$ cat config.mk
export PLATFORM = sky130hd
export DESIGN_NAME = pipe_reg_skid
export DESIGN_NICKNAME = d
export VERILOG_FILES = /design/src/rtl/pipe_reg_skid.sv
export SDC_FILE = /design/constraint.sdc
export NUM_CORES = 1
export LEC_CHECK = 0
export CAP_MARGIN = 40
export CORE_AREA = 2 2 95 97
export CTS_CLUSTER_DIAMETER = 60
export CTS_CLUSTER_SIZE = 10
export DETAILED_ROUTE_END_ITERATION = 10
export DIE_AREA = 0 0 97 99
export PLACE_DENSITY = 0.68
export SLEW_MARGIN = 25
export SYNTH_ARGS = -nofsm -noshare
export SYNTH_HDL_FRONTEND = slang
export SYNTH_SLANG_ARGS = --single-unit
export TNS_END_PERCENT = 20
$ cat constraint.sdc
create_clock -name clk -period 4.59 [get_ports clk]
set_input_delay 0.918 -clock clk [delete_from_list [all_inputs] [get_ports clk]]
set_output_delay 0.918 -clock clk [all_outputs]
set_load 0.02 [all_outputs]
$ cat src/rtl/pipe_reg_skid.sv
// pipe_reg_skid: fully registered valid/ready pipeline stage with a one-entry
// skid buffer. Both in_ready and out_valid/out_data come straight from flops,
// so the stage breaks every combinational path between upstream and
// downstream while still sustaining one transfer per cycle.
//
// Optional feature: define PIPE_REG_SKID_PERF_EN to add the 32-bit saturating
// stall_count output (cycles with out_valid=1 and out_ready=0).
module pipe_reg_skid #(
    parameter int unsigned      WIDTH     = 32,
    parameter logic [WIDTH-1:0] RESET_VAL = '0
) (
    input  logic             clk,
    input  logic             rst,
    input  logic             flush,
    input  logic             in_valid,
    output logic             in_ready,
    input  logic [WIDTH-1:0] in_data,
    output logic             out_valid,
    input  logic             out_ready,
`ifdef PIPE_REG_SKID_PERF_EN
    output logic [WIDTH-1:0] out_data,
    output logic [31:0]      stall_count
`else
    output logic [WIDTH-1:0] out_data
`endif
);

    // Occupancy encoded as {skid_vld, main_vld}; 2'b10 can never be reached.
    typedef enum logic [1:0] {
        EMPTY = 2'b00,
        FULL  = 2'b01,
        SKID  = 2'b11
    } state_t;

    logic [WIDTH-1:0] main_data_p1;
    logic [WIDTH-1:0] skid_data_p1;
    logic             main_vld_p1;
    logic             skid_vld_p1;
    logic             in_ready_p1;
    logic             in_fire;
    logic             out_fire;
    state_t           state;

    assign state    = state_t'({skid_vld_p1, main_vld_p1});
    assign in_fire  = in_valid && in_ready_p1;
    assign out_fire = main_vld_p1 && out_ready;

    // ---- stage p1 outputs: everything downstream sees is a flop ----
    assign in_ready  = in_ready_p1;
    assign out_valid = main_vld_p1;
    assign out_data  = main_data_p1;

    // Handshake state machine: main register feeds the output, skid register
    // catches the one beat accepted while downstream was stalled.
    always_ff @(posedge clk) begin
        if (rst) begin
            main_vld_p1  <= 1'b0;
            skid_vld_p1  <= 1'b0;
            in_ready_p1  <= 1'b1;
            main_data_p1 <= RESET_VAL;
            skid_data_p1 <= RESET_VAL;
        end else if (flush) begin
            // Drop everything held and any beat offered this cycle; the data
            // registers keep their contents, only the valid bits clear.
            main_vld_p1 <= 1'b0;
            skid_vld_p1 <= 1'b0;
            in_ready_p1 <= 1'b1;
        end else begin
            case (state)
                EMPTY: begin
                    if (in_fire) begin
                        main_data_p1 <= in_data;
                        main_vld_p1  <= 1'b1;
                    end
                end
                FULL: begin
                    if (out_fire && in_fire) begin
                        main_data_p1 <= in_data;
                    end else if (out_fire) begin
                        main_vld_p1 <= 1'b0;
                    end else if (in_fire) begin
                        // Downstream stalled while we had already promised
                        // ready: park the beat and deassert ready.
                        skid_data_p1 <= in_data;
                        skid_vld_p1  <= 1'b1;
                        in_ready_p1  <= 1'b0;
                    end
                end
                SKID: begin
                    if (out_fire) begin
                        main_data_p1 <= skid_data_p1;
                        skid_vld_p1  <= 1'b0;
                        in_ready_p1  <= 1'b1;
                    end
                end
                default: begin
                    // Unreachable encoding; fall back to a clean EMPTY.
                    main_vld_p1 <= 1'b0;
                    skid_vld_p1 <= 1'b0;
                    in_ready_p1 <= 1'b1;
                end
            endcase
        end
    end

`ifdef PIPE_REG_SKID_PERF_EN
    logic [31:0] stall_cnt_p1;

    // Saturating increment: the counter sticks at all-ones.
    function automatic logic [31:0] sat_inc32(input logic [31:0] v);
        if (v == 32'hFFFF_FFFF) begin
            return v;
        end
        return v + 32'd1;
    endfunction

    assign stall_count = stall_cnt_p1;

    // Count downstream back-pressure cycles; flush deliberately leaves it alone.
    always_ff @(posedge clk) begin
        if (rst) begin
            stall_cnt_p1 <= 32'd0;
        end else if (main_vld_p1 && !out_ready) begin
            stall_cnt_p1 <= sat_inc32(stall_cnt_p1);
        end
    end
`endif

endmodule

-- Word level (Yosys, flattened, before mapping)
Cells that the tools add are included.
- output and inout bits: 34
- register bits after elaboration: 67
- muxes and demuxes: 16
- bitwise gates (word level): 5
- equality and inequality tests: 9
- reductions and logical operators: 10
- operators by type and width (kind ; count):
    $mux W32 ; 3
    $pmux W32 S3 ; 1
    $reduce_and A5 Y1 ; 3
    $ne A2 B2 Y1 const B ; 7
    $mux W1 ; 9
    $pmux W1 S3 ; 3
    $not A1 Y1 ; 5
    $reduce_and A4 Y1 ; 1
    $logic_and A1 B1 Y1 ; 3
    $reduce_bool A3 Y1 ; 1
    $eq A2 B1 Y1 const B ; 1
    $eq A2 B2 Y1 const B ; 1
    $logic_not A2 Y1 ; 1
    $reduce_or A2 Y1 ; 1

-- Longest topological paths before layout
- depth after elaboration: 5
- depth in mapped cells: 7

-- Least setup slack after synthesis
Ideal clock, no wire load.
- kind: input to register
- start: input rst
- end: register main_data_p1[0], in the netlist out_data[0]
- library setup time: 0.141 ns
- arrival time: 2.019 ns
- stages on the path: 4
- path slack: 2.430 ns
- required time: 4.449 ns
- cells stage by stage: clkbuf_1 -> clkbuf_1 -> clkbuf_1 -> o31ai_2
- RTL lines (element ; line ; source):
    from (decl) ; 13 ; input logic rst,
    to (signal assigned) ; 72 ; main_data_p1 <= in_data;
    to (signal assigned) ; 78 ; main_data_p1 <= in_data;
    to (signal assigned) ; 91 ; main_data_p1 <= skid_data_p1;
    to (decl) ; 35 ; logic [WIDTH-1:0] main_data_p1;
No word-level cell between the ends.

-- Worst setup path in the final report
- start: input flush
- end: register skid_data_p1[7]
- longest elaborated chain between the ends: 2
- RTL lines (element ; line ; source):
    from (decl) ; 14 ; input logic flush,
    $not A1 Y1 (no source line) ; -- ;
    $reduce_and A5 Y1 (no source line) ; -- ;
    to (signal assigned) ; 84 ; skid_data_p1 <= in_data;
    to (decl) ; 36 ; logic [WIDTH-1:0] skid_data_p1;
Every way passes these cells.
A chain may end at the register's enable or synchronous reset.

==> flow_metrics.env <==
export IMPL_wl_per_cell_um=17.4
export IMPL_status="complete, no violations"
export IMPL_ff_latch_area_um2=1340
export IMPL_relSlewSlack=0.471
export IMPL_ios=71
export IMPL_path_common_cell="buf_4"
export IMPL_path_class="input port to flip-flop"
export IMPL_nets=438
export IMPL_synth_seq_cells=67
export IMPL_synth_nets=393
export IMPL_max_freq_ghz=0.323
export IMPL_die_w_um=97
export IMPL_fin_crit_sh=0.674
export IMPL_grt_setup_unrepaired="false"
export IMPL_path_cells="clkdlybuf4s50_1 -> buf_4 -> nor3b_2 -> buf_4 -> nand3_1 -> a21oi_1"
export IMPL_place_area_um2=4120
export IMPL_post_cts_resized=0
export IMPL_hp_class="flip-flop to flip-flop"
export IMPL_clk_latency_ns=0.34
export IMPL_finalClockSkew_ns=0.00747
export IMPL_synth_edff_count=0
export IMPL_grt_overflow=0
export IMPL_cts_tree="built"
export IMPL_initial_core_util=0.389
export IMPL_netlist_top_cells_count="dfxtp_1, clkbuf_1, a21oi_1, nor2b_1, o21ai_1"
export IMPL_postSynth_asyncResetShare=0
export IMPL_start_kind="input port"
export IMPL_synth_top_area_share=0.403
export IMPL_syn2layout_area_growth_pct=30.0
export IMPL_antenna_cells=0
export IMPL_p_leak_nw=1.64
export IMPL_required_ns=4.86
export IMPL_seq_area_frac_synth=0.403
export IMPL_clk_pin_slew_ns=0.07
export IMPL_postSynthAreaPerCell_um2=9.34
export IMPL_grtUsageTotal=0.182
export IMPL_endpoint_kind="flip-flop"
export IMPL_finalHoldViolCount=0
export IMPL_place_congestion=0.736
export IMPL_cp_max_fo=24
export IMPL_multi_input_area_um2=1810
export IMPL_powerDensity_nw_per_um2=301
export IMPL_drive_above_1_share=0.158
export IMPL_fp_row_count=34
export IMPL_placed_cells=498
export IMPL_viasPerCell=5.77
export IMPL_cts_setup_buffers=0
export IMPL_ant_nets=0
export IMPL_portBuffers=70
export IMPL_layout_cells_non_filler=512
export IMPL_startpoint="flush"
export IMPL_slowest_delay_ns=0.75
export IMPL_path_delay_family="buffers and inverters"
export IMPL_die_y_um=99
export IMPL_synthTopCellsByArea="dfxtp_1, o31ai_2, mux2i_1"
export IMPL_design_area_um2=4320
export IMPL_synthDistinctLibCells=23
export IMPL_cts_sinks=67
export IMPL_netlist_instances=356
export IMPL_finalWirelength_um=8910
export IMPL_h_tree_depth=3
export IMPL_yosys_cell_count_top_type="dfxtp_1"
export IMPL_syn_cell_area_um2=3320
export IMPL_fillerInstances=792
export IMPL_synth_top_cell_by_area="dfxtp_1"
export IMPL_worstPathArrival_ns=3.36
export IMPL_finalSetupTns_ns=0
export IMPL_holdBufCountCts=0
export IMPL_grt_pass1_wl_um=14400
export IMPL_first_pass_iters=4
export IMPL_worst_path_buf_inv=3
export IMPL_setup_violations=0
export IMPL_critical_path_slowest_cell="clkdlybuf4s50_1"
export IMPL_total_power_mw=1.30
export IMPL_core_um2=8550
export IMPL_min_from="skid_data_p1[26]"
export IMPL_grt_max_degree=51
export IMPL_preCtsSetupSlack_ns=1.17
export IMPL_drt_iter0_markers=193
export IMPL_vias=2952
export IMPL_worst_pin_slew_ns=0.794
export IMPL_clockBufferDepth=2
export IMPL_root_buffer="clkbuf_8"
export IMPL_ir_drop_mv=0.169
export IMPL_fin_ws_ns=1.50
export IMPL_die_area_um2=9600
export IMPL_antenna_found_initial=0
export IMPL_drc=0
export IMPL_ys_warn_count=0
export IMPL_ys_flop_type="dfxtp_1"
export IMPL_grt_pass1_vias=2838
export IMPL_drv_slew=0
export IMPL_layout_min_cycle_time_ns=3.09
export IMPL_worstReg2RegStart="out_valid"
export IMPL_drv_cap=0
export IMPL_dp_hpwl_um=5500
export IMPL_numCtsBuffers=9
==> where the power goes <==
group / internal (mW) / leakage, nW / total (mW) / switching, mW
clock: 0.289 / 0.104 / 0.502 / 0.214
combinational: 0.0868 / 0.990 / 0.193 / 0.106
sequential: 0.598 / 0.544 / 0.608 / 0.00954
==> registers in the layout, summed over array words and instances, names as in the netlist <==
register      flops
skid_data_p1     32
skid_vld_p1       1
out_valid         1
in_ready          1
out_data         32
==> cell usage in the layout, fill, tap and decap left out, drive strengths merged, types with 2 or more instances in the layout <==
cell            n
a21oi          35
buf            12
clkbuf         12
clkdlybuf4s50  69
dfxtp          67
mux2i          32
nand2b          2
nand3          32
nor2b          34
nor3b           2
o21ai          33
o31ai          32
o41ai          32
==> final cells by class <==
cell class | instances | share of cell area
sequential | 67 | 0.310
tap | 108 | 0.0313
multi-input combinational | 242 | 0.419
clock buffer | 12 | 0.0382
clock inverter | 2 | 0.00810
timing repair buffer | 81 | 0.194
==> final timing paths <==
check	to	slack, ns	cells past startpoint
worst max-delay path	skid_data_p1[7]	1.50	6
worst min-delay path	skid_data_p1[26]	0.48	2
worst max register to register	out_data[31]	2.45	4
worst min register to register	skid_data_p1[26]	0.48	2
==> logic make-up (layout without fill, tap and decap cells) <==
family | Yosys count | after routing | share of synthesized area
DFF | 67 | 67 | 0.403
and+or+nand+nor | 78 | 78 | 0.136
AOI/OAI and AO/OA | 132 | 132 | 0.304
buffers and inverters | 47 | 95 | 0.0602
muxes | 32 | 32 | 0.0964
==> through the flow <==
step | util | hold slack, ns
after floorplan | - | 0.458
after global placement | 0.472 | 0.464
after detailed placement | 0.482 | 0.470
after CTS | 0.506 | 0.480
after global routing | 0.506 | 0.500
final | 0.506 | 0.478
==> per-layer routing <==
metal	track usage	vias up	part of all wire
met2	0.290	82	0.47
met1	0.248	1432	0.47
met4	0.0672	0	0.013
met5	0	-	0
li1	-	1425	-
met3	0.0340	13	0.048
==> worst register-to-register path, delay by kind of cell, from the launching register on <==
family / cells / cell delay, ns
simple gates: 2 / 1.16
compound gates: 1 / 0.22
flops: 1 / 0.39
buf+inv: 1 / 0.29
No activity file was read; power rests on OpenSTA's default activity.
